### src/rtl/cdb_arbiter.sv
// cdb_arbiter
//   Collects completed results from NUM_FU functional units and broadcasts at
//   most one per cycle on the common data bus.
//
//   Each FU has a private FIFO of FIFO_DEPTH packets. A round-robin arbiter
//   picks one non-empty FIFO per cycle. The head of that FIFO is loaded into
//   the registered CDB output, and the round-robin pointer then moves past
//   the winner. No input reaches the output in the same cycle.
//
// Ports
//   clock           rising-edge clock for all state
//   reset           asynchronous active-low reset
//   squash_signal   synchronous flush of every queued result; wins over push/pop
//   fu_valid        per-FU "fu_packet[i] holds a completed result"
//   fu_packet       per-FU result packet, stored unmodified
//   fu_ready        per-FU "queue i accepts a result this cycle" (registered state only)
//   CDB_packet_out  registered broadcast; .valid marks a live broadcast
//   pending         high while any queue holds a result

typedef struct packed {
  logic [4:0]  Tag;
  logic [31:0] Value;
  logic [31:0] alu_result;
  logic [31:0] PC;
  logic [31:0] NPC;
  logic [31:0] inst;
  logic        take_branch;
  logic        halt;
  logic        illegal;
  logic        valid;
} CDB_PACKET;

module cdb_arbiter #(
  parameter int NUM_FU     = 4,
  parameter int FIFO_DEPTH = 2   // power of two, at least 2
) (
  input  logic                    clock,
  input  logic                    reset,
  input  logic                    squash_signal,
  input  logic [NUM_FU-1:0]       fu_valid,
  input  CDB_PACKET [NUM_FU-1:0]  fu_packet,
  output logic [NUM_FU-1:0]       fu_ready,
  output CDB_PACKET               CDB_packet_out,
  output logic                    pending
);

  localparam int PW = $clog2(FIFO_DEPTH);
  localparam int CW = PW + 1;
  localparam int IW = (NUM_FU > 1) ? $clog2(NUM_FU) : 1;
  localparam logic [CW-1:0] FULL_COUNT = CW'(FIFO_DEPTH);

  logic [NUM_FU-1:0] not_empty;
  logic [NUM_FU-1:0] push;
  logic [NUM_FU-1:0] pop;
  CDB_PACKET         head_pkt [NUM_FU];

  logic [IW-1:0]     rr_ptr_reg;
  logic [IW-1:0]     rr_ptr_next;
  logic              grant_valid;
  logic [IW-1:0]     grant_idx;

  CDB_PACKET         cdb_reg;
  CDB_PACKET         cdb_next;

  // ---------------------------------------------------------------------------
  // Per-FU result queues
  // ---------------------------------------------------------------------------
  generate
    for (genvar gi = 0; gi < NUM_FU; gi++) begin : g_fifo
      CDB_PACKET       mem_reg [FIFO_DEPTH];
      logic [PW-1:0]   wr_ptr_reg;
      logic [PW-1:0]   rd_ptr_reg;
      logic [CW-1:0]   count_reg;

      // Ready looks only at the registered count. A full queue therefore
      // refuses a push even when it is being popped at the same edge.
      assign fu_ready[gi]  = (count_reg != FULL_COUNT);
      assign not_empty[gi] = (count_reg != '0);
      assign push[gi]      = fu_valid[gi] && fu_ready[gi];
      assign pop[gi]       = grant_valid && (grant_idx == IW'(gi));
      assign head_pkt[gi]  = mem_reg[rd_ptr_reg];

      // The storage array has no reset. Stale contents are unreachable
      // once the pointers and count return to zero.
      always_ff @(posedge clock) begin
        if (push[gi] && !squash_signal) begin
          mem_reg[wr_ptr_reg] <= fu_packet[gi];
        end
      end

      always_ff @(posedge clock or negedge reset) begin
        if (!reset) begin
          wr_ptr_reg <= '0;
          rd_ptr_reg <= '0;
          count_reg  <= '0;
        end else if (squash_signal) begin
          wr_ptr_reg <= '0;
          rd_ptr_reg <= '0;
          count_reg  <= '0;
        end else begin
          // The depth is a power of two, so the pointers wrap on overflow.
          if (push[gi]) begin
            wr_ptr_reg <= wr_ptr_reg + PW'(1);
          end
          if (pop[gi]) begin
            rd_ptr_reg <= rd_ptr_reg + PW'(1);
          end
          case ({push[gi], pop[gi]})
            2'b10:   count_reg <= count_reg + CW'(1);
            2'b01:   count_reg <= count_reg - CW'(1);
            default: count_reg <= count_reg;
          endcase
        end
      end
    end
  endgenerate

  // ---------------------------------------------------------------------------
  // Round-robin grant: the first non-empty queue at or after rr_ptr, wrapping.
  // ---------------------------------------------------------------------------
  always_comb begin
    int cand;
    grant_valid = 1'b0;
    grant_idx   = '0;
    cand        = 0;
    for (int off = 0; off < NUM_FU; off++) begin
      cand = int'(rr_ptr_reg) + off;
      if (cand >= NUM_FU) begin
        cand = cand - NUM_FU;
      end
      if (!grant_valid && not_empty[IW'(cand)]) begin
        grant_valid = 1'b1;
        grant_idx   = IW'(cand);
      end
    end
  end

  // The pointer moves just past the winner. A queue that stays non-empty
  // is therefore reached again within NUM_FU grants.
  always_comb begin
    int nxt;
    nxt = int'(grant_idx) + 1;
    if (nxt >= NUM_FU) begin
      nxt = 0;
    end
    rr_ptr_next = grant_valid ? IW'(nxt) : rr_ptr_reg;
  end

  // ---------------------------------------------------------------------------
  // Broadcast register
  // ---------------------------------------------------------------------------
  always_comb begin
    cdb_next       = cdb_reg;
    cdb_next.valid = 1'b0;
    if (grant_valid) begin
      cdb_next       = head_pkt[grant_idx];
      cdb_next.valid = 1'b1;
    end
  end

  always_ff @(posedge clock or negedge reset) begin
    if (!reset) begin
      rr_ptr_reg <= '0;
      cdb_reg    <= '0;
    end else if (squash_signal) begin
      rr_ptr_reg <= '0;
      cdb_reg    <= '0;
    end else begin
      rr_ptr_reg <= rr_ptr_next;
      cdb_reg    <= cdb_next;
    end
  end

  assign CDB_packet_out = cdb_reg;
  assign pending        = |not_empty;

endmodule

### config.mk
export PLATFORM = sky130hd
export DESIGN_NAME = cdb_arbiter
export DESIGN_NICKNAME = d
export VERILOG_FILES = /design/src/rtl/cdb_arbiter.sv
export SDC_FILE = /design/constraint.sdc
export NUM_CORES = 1
export LEC_CHECK = 0
export ABC_AREA = 0
export BUFFER_PORTS_ARGS = -buffer_cell sky130_fd_sc_hd__buf_2
export CORE_AREA = 2 2 334 336
export CTS_CLUSTER_DIAMETER = 30
export DETAILED_ROUTE_END_ITERATION = 12
export DIE_AREA = 0 0 336 338
export HOLD_SLACK_MARGIN = 0.15
export PLACE_DENSITY = 0.76
export SYNTH_ARGS = -nofsm -noshare
export SYNTH_HDL_FRONTEND = slang
export SYNTH_SLANG_ARGS = --single-unit
### constraint.sdc
create_clock -name clock -period 36.9 [get_ports clock]
set_clock_uncertainty 0.2 [all_clocks]
set_input_delay 3.69 -clock clock [delete_from_list [all_inputs] [get_ports clock]]
set_output_delay 3.69 -clock clock [all_outputs]
set_load 0.05 [all_outputs]
==> out/results.tsv, run 1 <==
stage	metric	value	unit
run_status	status	finished, final reports clean	
logic_synthesis	top cells by instance count after synthesis	1344 x edfxtp_1, 1008 x mux2i_1, 187 x dfrtp_1, 187 x nor2_1, 176 x nor3_1	
hold_path	WHS Endpoint	CDB_packet_out[142]$_DFFE_PN0P_	
timing	final setup fails	0	
logic_synthesis	number of flops mapped to enable cells by yosys	1344	
timing	RSZ-0062 raised after global routing	no	
cells_and_area	layout cell share with drive strength beyond 1	30.4	%
clocking	CTS max path bufs	4	
critical_path	CP Class	reg2out	
logic_synthesis	largest cells by area after synthesis	edfxtp_1 68%, mux2i_1 17%, dfrtp_1 7.9%, o22ai_1 1.8%, nor3_1 1.5%	
logic_synthesis	Post-synth ARST share	12.2	%
power	LEAKAGE	27.7	nW
drt	DRC	0	
hold_path	hold depth	2	
critical_path	crit path launch type	register	
clocking	hold-fix buffers at CTS	0	
logic_synthesis	Post-Synthesis Cells	3336	
grt	antenna violations before repair	165	
timing	worst-margin pin slew	1.22	ns
logic_synthesis	most frequent cell after synthesis	edfxtp_1	
grt	largest net degree at the start of global routing	122	
timing	Max-Slew Margin vs Limit	18.9	%
critical_path	Critical Path RT	33.01	ns
clocking	Num CTS Buffers	290	
logic_synthesis	register bit total from synthesis	1531	
cells_and_area	fin area	0.0750	sq mm
logic_synthesis	cell taking the most area after synthesis	edfxtp_1	
placement	DPL Wire Length	97000	microns
timing	fmax	145	MHz
cells_and_area	Area Growth Syn to Fin	26.7	%
logic_synthesis	synth warn	0	
power	total chip power	6.87	mW
hold_path	worst hold-check path type	reg2reg	
logic_synthesis	Mean Syn Cell Area	17.7	sq um
floorplanning	die width	336	microns
drt	vias post-DR	35920	
hold_path	HP Start	CDB_packet_out[142]$_DFFE_PN0P_	
cells_and_area	Storage cell area	0.0451	sq mm
placement	DP Area	0.0649	sq mm
critical_path	r2r setup slk	32.34	ns
logic_synthesis	dominant synthesized flop cell	edfxtp_1	
clocking	Worst-Skew Late Latency	0.90	ns
floorplanning	# rows	122	
clocking	cells resized by post-CTS repair	0	
clocking	CTS tree	yes	
critical_path	Crit. End Element	output port	
floorplanning	Core Area	0.110	sq mm
drt	initial detailed-routing violation count	2948	
grt	first-pass GRT wire length	235000	microns
critical_path	CP arrival	3.01	ns
drt	vias per cell	5.82	
logic_synthesis	Mapped Area	0.0592	sq mm
clocking	Num Clock Sinks	1531	
logic_synthesis	post-synth cell types	38	
clocking	total setup buffers inserted after CTS	0	
drt	wire per inst	27.4	microns
floorplanning	die height	338	microns
drt	Post-Route WL	169000	microns
timing	Fin. Hold Viols	0	
clocking	CTS root buffer	clkbuf_16	
logic_synthesis	Seq/Total Area, Yosys	76.1	%
logic_synthesis	Syn Nets	4020	
clocking	htree depth	5	
placement	pre-CTS WS	29.47	ns
clocking	register clock-pin slew on the reported worst setup and hold paths	0.04	ns
placement	Port-buffer cells	852	
logic_synthesis	top cell type's share of synthesized area	68.2	%
timing	fin crit share	18.7	%
power	power per cell area	91.6	mW/mm^2
critical_path	crit-path max FO	81	
cells_and_area	fin util	68.1	%
floorplanning	I/O Pins	857	
cells_and_area	Net count, final	5021	
drt	Pre-antenna DRT Iters	6	
grt	GRT overflow	0	
power	Max VDD drop	0.0693	mV
timing	Final min period	6.90	ns
drt	Final ANT Viol Nets	0	
cells_and_area	number of flip-flops in the largest register	1344	
timing	max-slew violation count	0	
flow_run	Max Cap Viol	0	
timing	worst setup margin	30.00	ns
critical_path	RR Endpoint	CDB_packet_out[153]$_DFFE_PN0P_	
grt	vias in the first global route	36894	
timing	Setup TNS	0	ns
critical_path	cells on worst reg2reg path	9	
critical_path	RR Startpoint	g_fifo[0].count_reg[1]$_DFFE_PN0P_	
floorplanning	initial core utilization	53.8	%
grt	Total GRT Usage	28.6	%
cells_and_area	fillers	7103	
cells_and_area	area occupied by multi-input gates	0.0132	sq mm
placement	GP Congestion	0.831	
floorplanning	die area	0.114	sq mm
cell usage in the layout (no fill, tap or decap), types with 34 or more instances in the layout:
cell type | Yosys | layout
nor3_1 | 176 | 172
clkbuf_1 | 103 | 34
mux2i_1 | 1008 | 1008
edfxtp_1 | 1344 | 1344
clkbuf_16 | 0 | 292
buf_4 | 6 | 47
clkinv_2 | 0 | 40
nor2_1 | 187 | 187
buf_2 | 62 | 850
diode_2 | 0 | 130
dfrtp_1 | 187 | 183
bufinv_16 | 0 | 35
o22ai_1 | 168 | 168
cells by family after synthesis:
kind of cell    count (synthesis)  synth area share, %
compound gates                188                 2.01
xor+xnor                       17                0.252
fa+ha+maj                       1               0.0211
buf+inv                       200                 1.64
flops                        1531                 76.1
mux                          1008                 17.0
simple gates                  391                 2.95
critical path: stages (launching register included):
cell and delay (ns):
dfrtp_1 0.47, nor4_1 0.44, and3_1 0.43, inv_6 0.28
buf_2 0.40
worst max-delay path by stage:
stage / start / end / depth (start not counted)
2_1_floorplan: squash_signal / g_fifo[1].mem_reg[1][100]$_DFFE_PP_ / 4
3_3_place_gp: squash_signal / g_fifo[1].mem_reg[0][18]$_DFFE_PP_ / 5
3_5_place_dp: squash_signal / g_fifo[1].mem_reg[0][19]$_DFFE_PP_ / 5
4_1_cts: g_fifo[3].count_reg[1]$_DFFE_PN0P_ / pending / 4
5_1_grt: g_fifo[3].count_reg[0]$_DFFE_PN0P_ / pending / 4
6_report: g_fifo[3].count_reg[0]$_DFFE_PN0P_ / pending / 4
per-layer routing:
layer | share of wire (%) | vias up | global-route usage, %
li1 | - | 15278 | -
met2 | 49 | 2014 | 46.0
met3 | 8.9 | 601 | 8.65
met5 | 0.31 | - | 0
met1 | 35 | 17941 | 32.9
met4 | 6.8 | 86 | 20.5
report_power, final:
group | internal, mW | switching (mW) | leakage, nW
logic | 0.652 | 1.37 | 8.31
clock network | 1.75 | 0.864 | 4.71
registers | 2.12 | 0.113 | 14.7
total | 4.52 | 2.34 | 27.7
layout make-up:
cell class | instances | share of cell area (%)
diodes | 130 | 0.434
inverters | 5 | 0.0417
repair buffers | 904 | 6.32
flip-flops and latches | 1531 | 60.1
multi-input cells | 1605 | 17.7
clock inverters | 155 | 2.59
clock buffers | 352 | 10.4
well taps | 1488 | 2.48
per-stage QoR:
step | cells | hold slack (ns)
2_1_floorplan | 3336 | 0.319
3_3_place_gp | 5533 | 0.328
3_5_place_dp | 5533 | 0.336
4_1_cts | 6040 | 0.349
5_1_grt | 6154 | 0.363
6_report | 6170 | 0.342
(Power assumes the default switching activity.)
==> run 2, diff against run 1 <==
- CORE_AREA: 2 2 334 336 -> 2 2 335 337
- DIE_AREA: 0 0 336 338 -> 0 0 337 339
- PLACE_DENSITY: 0.76 -> 0.75
- clock period: 36.9 -> 6.55 ns (I/O delays scaled with it)
==> run 2 against run 1 <==
Net effect:
- critical path depth increased by 3
- cell count increased by 11%
- clock power increased to 5.8 times the previous value
- global-route usage increased by 6.1 points
- core utilization up 6.1 points
- count of clock-buffer cells in the layout fell by 16
==> out/results.tsv, run 2 (synthesis results as in run 1) <==
stage	metric	value	unit	change
cells_and_area	area occupied by multi-input gates	0.0133	sq mm	+0.38%
run_status	status	finished, final reports clean		
placement	GP Congestion	0.840		+1.1%
placement	DPL Wire Length	97100	microns	+0.15%
cells_and_area	fin util	74.2	%	+6.1 points
timing	Setup TNS	0	ns	unchanged
placement	pre-CTS WS	2.61	ns	-26.86 ns
power	Max VDD drop	0.533	mV	+670%
critical_path	CP Class	reg2reg		
floorplanning	Core Area	0.110	sq mm	+0.28%
clocking	total setup buffers inserted after CTS	0		unchanged
clocking	htree depth	5		unchanged
floorplanning	die width	337	microns	+0.30%
power	power per cell area	490	mW/mm^2	+440%
floorplanning	# rows	122		unchanged
grt	vias in the first global route	44272		+20%
clocking	register clock-pin slew on the reported worst setup and hold paths	0.06	ns	+0.02 ns
cells_and_area	layout cell share with drive strength beyond 1	26.3	%	-4.1 points
clocking	CTS root buffer	clkbuf_16		
timing	max-slew violation count	0		unchanged
grt	largest net degree at the start of global routing	127		+4.1%
drt	initial detailed-routing violation count	4738		+61%
clocking	CTS tree	yes		
critical_path	CP Cell Sequence	or2_1 -> a211oi_1 -> or3_4 -> nand2_8 -> buf_4 -> o22ai_1 -> nor3_1		
flow_run	Max Cap Viol	0		unchanged
drt	Post-Route WL	205000	microns	+21%
timing	fin crit share	64.4	%	
cells_and_area	Storage cell area	0.0451	sq mm	unchanged
drt	wire per inst	30.1	microns	+9.7%
floorplanning	die height	339	microns	+0.30%
hold_path	worst hold-check path type	in2reg		
grt	Total GRT Usage	34.8	%	+6.1 points
cells_and_area	most common cell after layout, fill and taps aside	edfxtp_1		
timing	worst setup margin	2.33	ns	-27.66 ns
drt	vias post-DR	41412		+15%
power	LEAKAGE	30.6	nW	+10%
grt	antenna violations before repair	95		-42%
critical_path	Critical Path RT	7.02	ns	-25.99 ns
cells_and_area	fin area	0.0819	sq mm	+9.2%
clocking	Worst-Skew Late Latency	0.87	ns	-0.03 ns
placement	Port-buffer cells	852		unchanged
cells_and_area	fillers	5908		-17%
critical_path	slowest stage cell, crit path	or3_4		
cells_and_area	Area Growth Syn to Fin	38.4	%	
power	Sw Ratio	35.9	%	+1.7 points
floorplanning	I/O Pins	857		unchanged
drt	DRC	0		unchanged
power	Comb power frac	30.9	%	+1.5 points
grt	GRT overflow	0		unchanged
cells_and_area	Net count, final	5699		+14%
cells_and_area	number of flip-flops in the largest register	1344		unchanged
power	sequential power share	31.5	%	-1.1 points
timing	RSZ-0062 raised after global routing	no		
power	Sw Pwr	14.4	mW	+510%
critical_path	crit path launch type	register		
timing	Max-Slew Margin vs Limit	12.2	%	-6.7 points
power	cell-internal power	25.8	mW	+470%
drt	vias per cell	6.07		+4.3%
cells_and_area	most frequent cells in the layout	1344 x edfxtp_1, 1008 x mux2i_1, 850 x buf_2		
timing	Final min period	4.22	ns	
critical_path	max incr delay on CP	0.96	ns	+0.49 ns
placement	DP Area	0.0651	sq mm	+0.33%
timing	Hold Slack	0.304	ns	-0.0376 ns
power	Clock Power Share	37.6	%	-0.4 points
grt	first-pass GRT wire length	289000	microns	+23%
critical_path	Crit. End Element	register		
clocking	Num CTS Buffers	294		+1.4%
timing	worst-margin pin slew	1.32	ns	+0.0999 ns
timing	Fin. Hold Viols	0		unchanged
critical_path	CP arrival	4.68	ns	+1.67 ns
clocking	CTS max path bufs	4		unchanged
floorplanning	die area	0.114	sq mm	+0.59%
floorplanning	initial core utilization	53.6	%	-0.15 points
drt	Pre-antenna DRT Iters	6		unchanged
timing	fmax	237	MHz	
critical_path	crit-path max FO	68		-16%
clocking	Num Clock Sinks	1531		unchanged
timing	final setup fails	0		unchanged
drt	Final ANT Viol Nets	0		unchanged
==> run 2: changes by cell type in the layout (fill, tap and decap cells not counted), moves of 6 or more <==
cell	previous run	this run
buf_12	5	21
dlygate4sd3_1	0	679
diode_2	130	98
clkinv_2	40	46
clkinv_1	14	29
clkbuf_8	27	11
buf_4	47	26
==> run 2: timing repair <==
action,4_1_cts,5_1_grt
endpoints found under the hold margin,1406,0
setup endpoints to repair,0,0
gates resized for setup,0,0
hold buffers,679,0
==> run 2: layer usage <==
layer  global-route usage (%)  vias to the layer above  share of wire (%)  wire length [microns]
met5                        0                        -              0.041                     84
met4                     24.5                       14                7.5                  15400
met3                     8.87                      950                 10                  20600
met2                     58.3                     3441                 50                 102000
met1                     38.6                    20419                 33                  67100
li1                         -                    16588                  -                      -
==> run 2: path summary, 6_finish.rpt <==
| kind | start | to | slack (ns) | cells after the start |
|---|---|---|---|---|
| max in group asynchronous | reset | CDB_packet_out[104]$_DFFE_PN0P_ | 3.64 | 4 |
| hold reg to reg | CDB_packet_out[122]$_DFFE_PN0P_ | CDB_packet_out[122]$_DFFE_PN0P_ | 0.35 | 2 |
| setup / recovery | g_fifo[1].count_reg[0]$_DFFE_PN0P_ | CDB_packet_out[28]$_DFFE_PN0P_ | 2.33 | 7 |
| setup reg to reg | g_fifo[1].count_reg[0]$_DFFE_PN0P_ | CDB_packet_out[28]$_DFFE_PN0P_ | 2.33 | 7 |
| hold / removal | fu_packet[420] | g_fifo[2].mem_reg[1][82]$_DFFE_PP_ | 0.30 | 2 |
| min in group asynchronous | reset | CDB_packet_out[97]$_DFFE_PN0P_ | 0.69 | 3 |
==> run 2: worst max-delay path: cells and delay by family (launching register included) <==
kind	cells	cell delay, ns
and+or+nand+nor	4	2.10
AOI/OAI and AO/OA	2	0.67
buffers and inverters	1	0.60
DFF	1	0.44
==> run 2: stage by stage <==
stage	total power, mW	std cells
finish	40.1	6823
global route	41.0	6815
CTS	39.0	6725
detailed placement	23.9	5528
global placement	23.7	5528
floorplan	20.9	3336
==> run 2: power groups by stage <==
stage / Clock (mW) / Sequential (mW) / Combinational (mW)
after floorplan: 0 / 14.1 / 6.78
final: 15.1 / 12.6 / 12.4
after global routing: 15.6 / 12.7 / 12.8
after detailed placement: 0 / 12.7 / 11.2
after CTS: 14.8 / 12.5 / 11.7
after global placement: 0 / 12.6 / 11.1
==> run 2: cell type report <==
class / instances / share of cell area (%)
Timing Repair Buffer: 1578 / 14.3
Multi-Input combinational cell: 1605 / 16.2
Tap cell: 1488 / 2.27
Sequential cell: 1531 / 55.0
Antenna cell: 98 / 0.299
Inverter: 5 / 0.0382
Clock buffer: 336 / 9.35
Clock inverter: 182 / 2.52
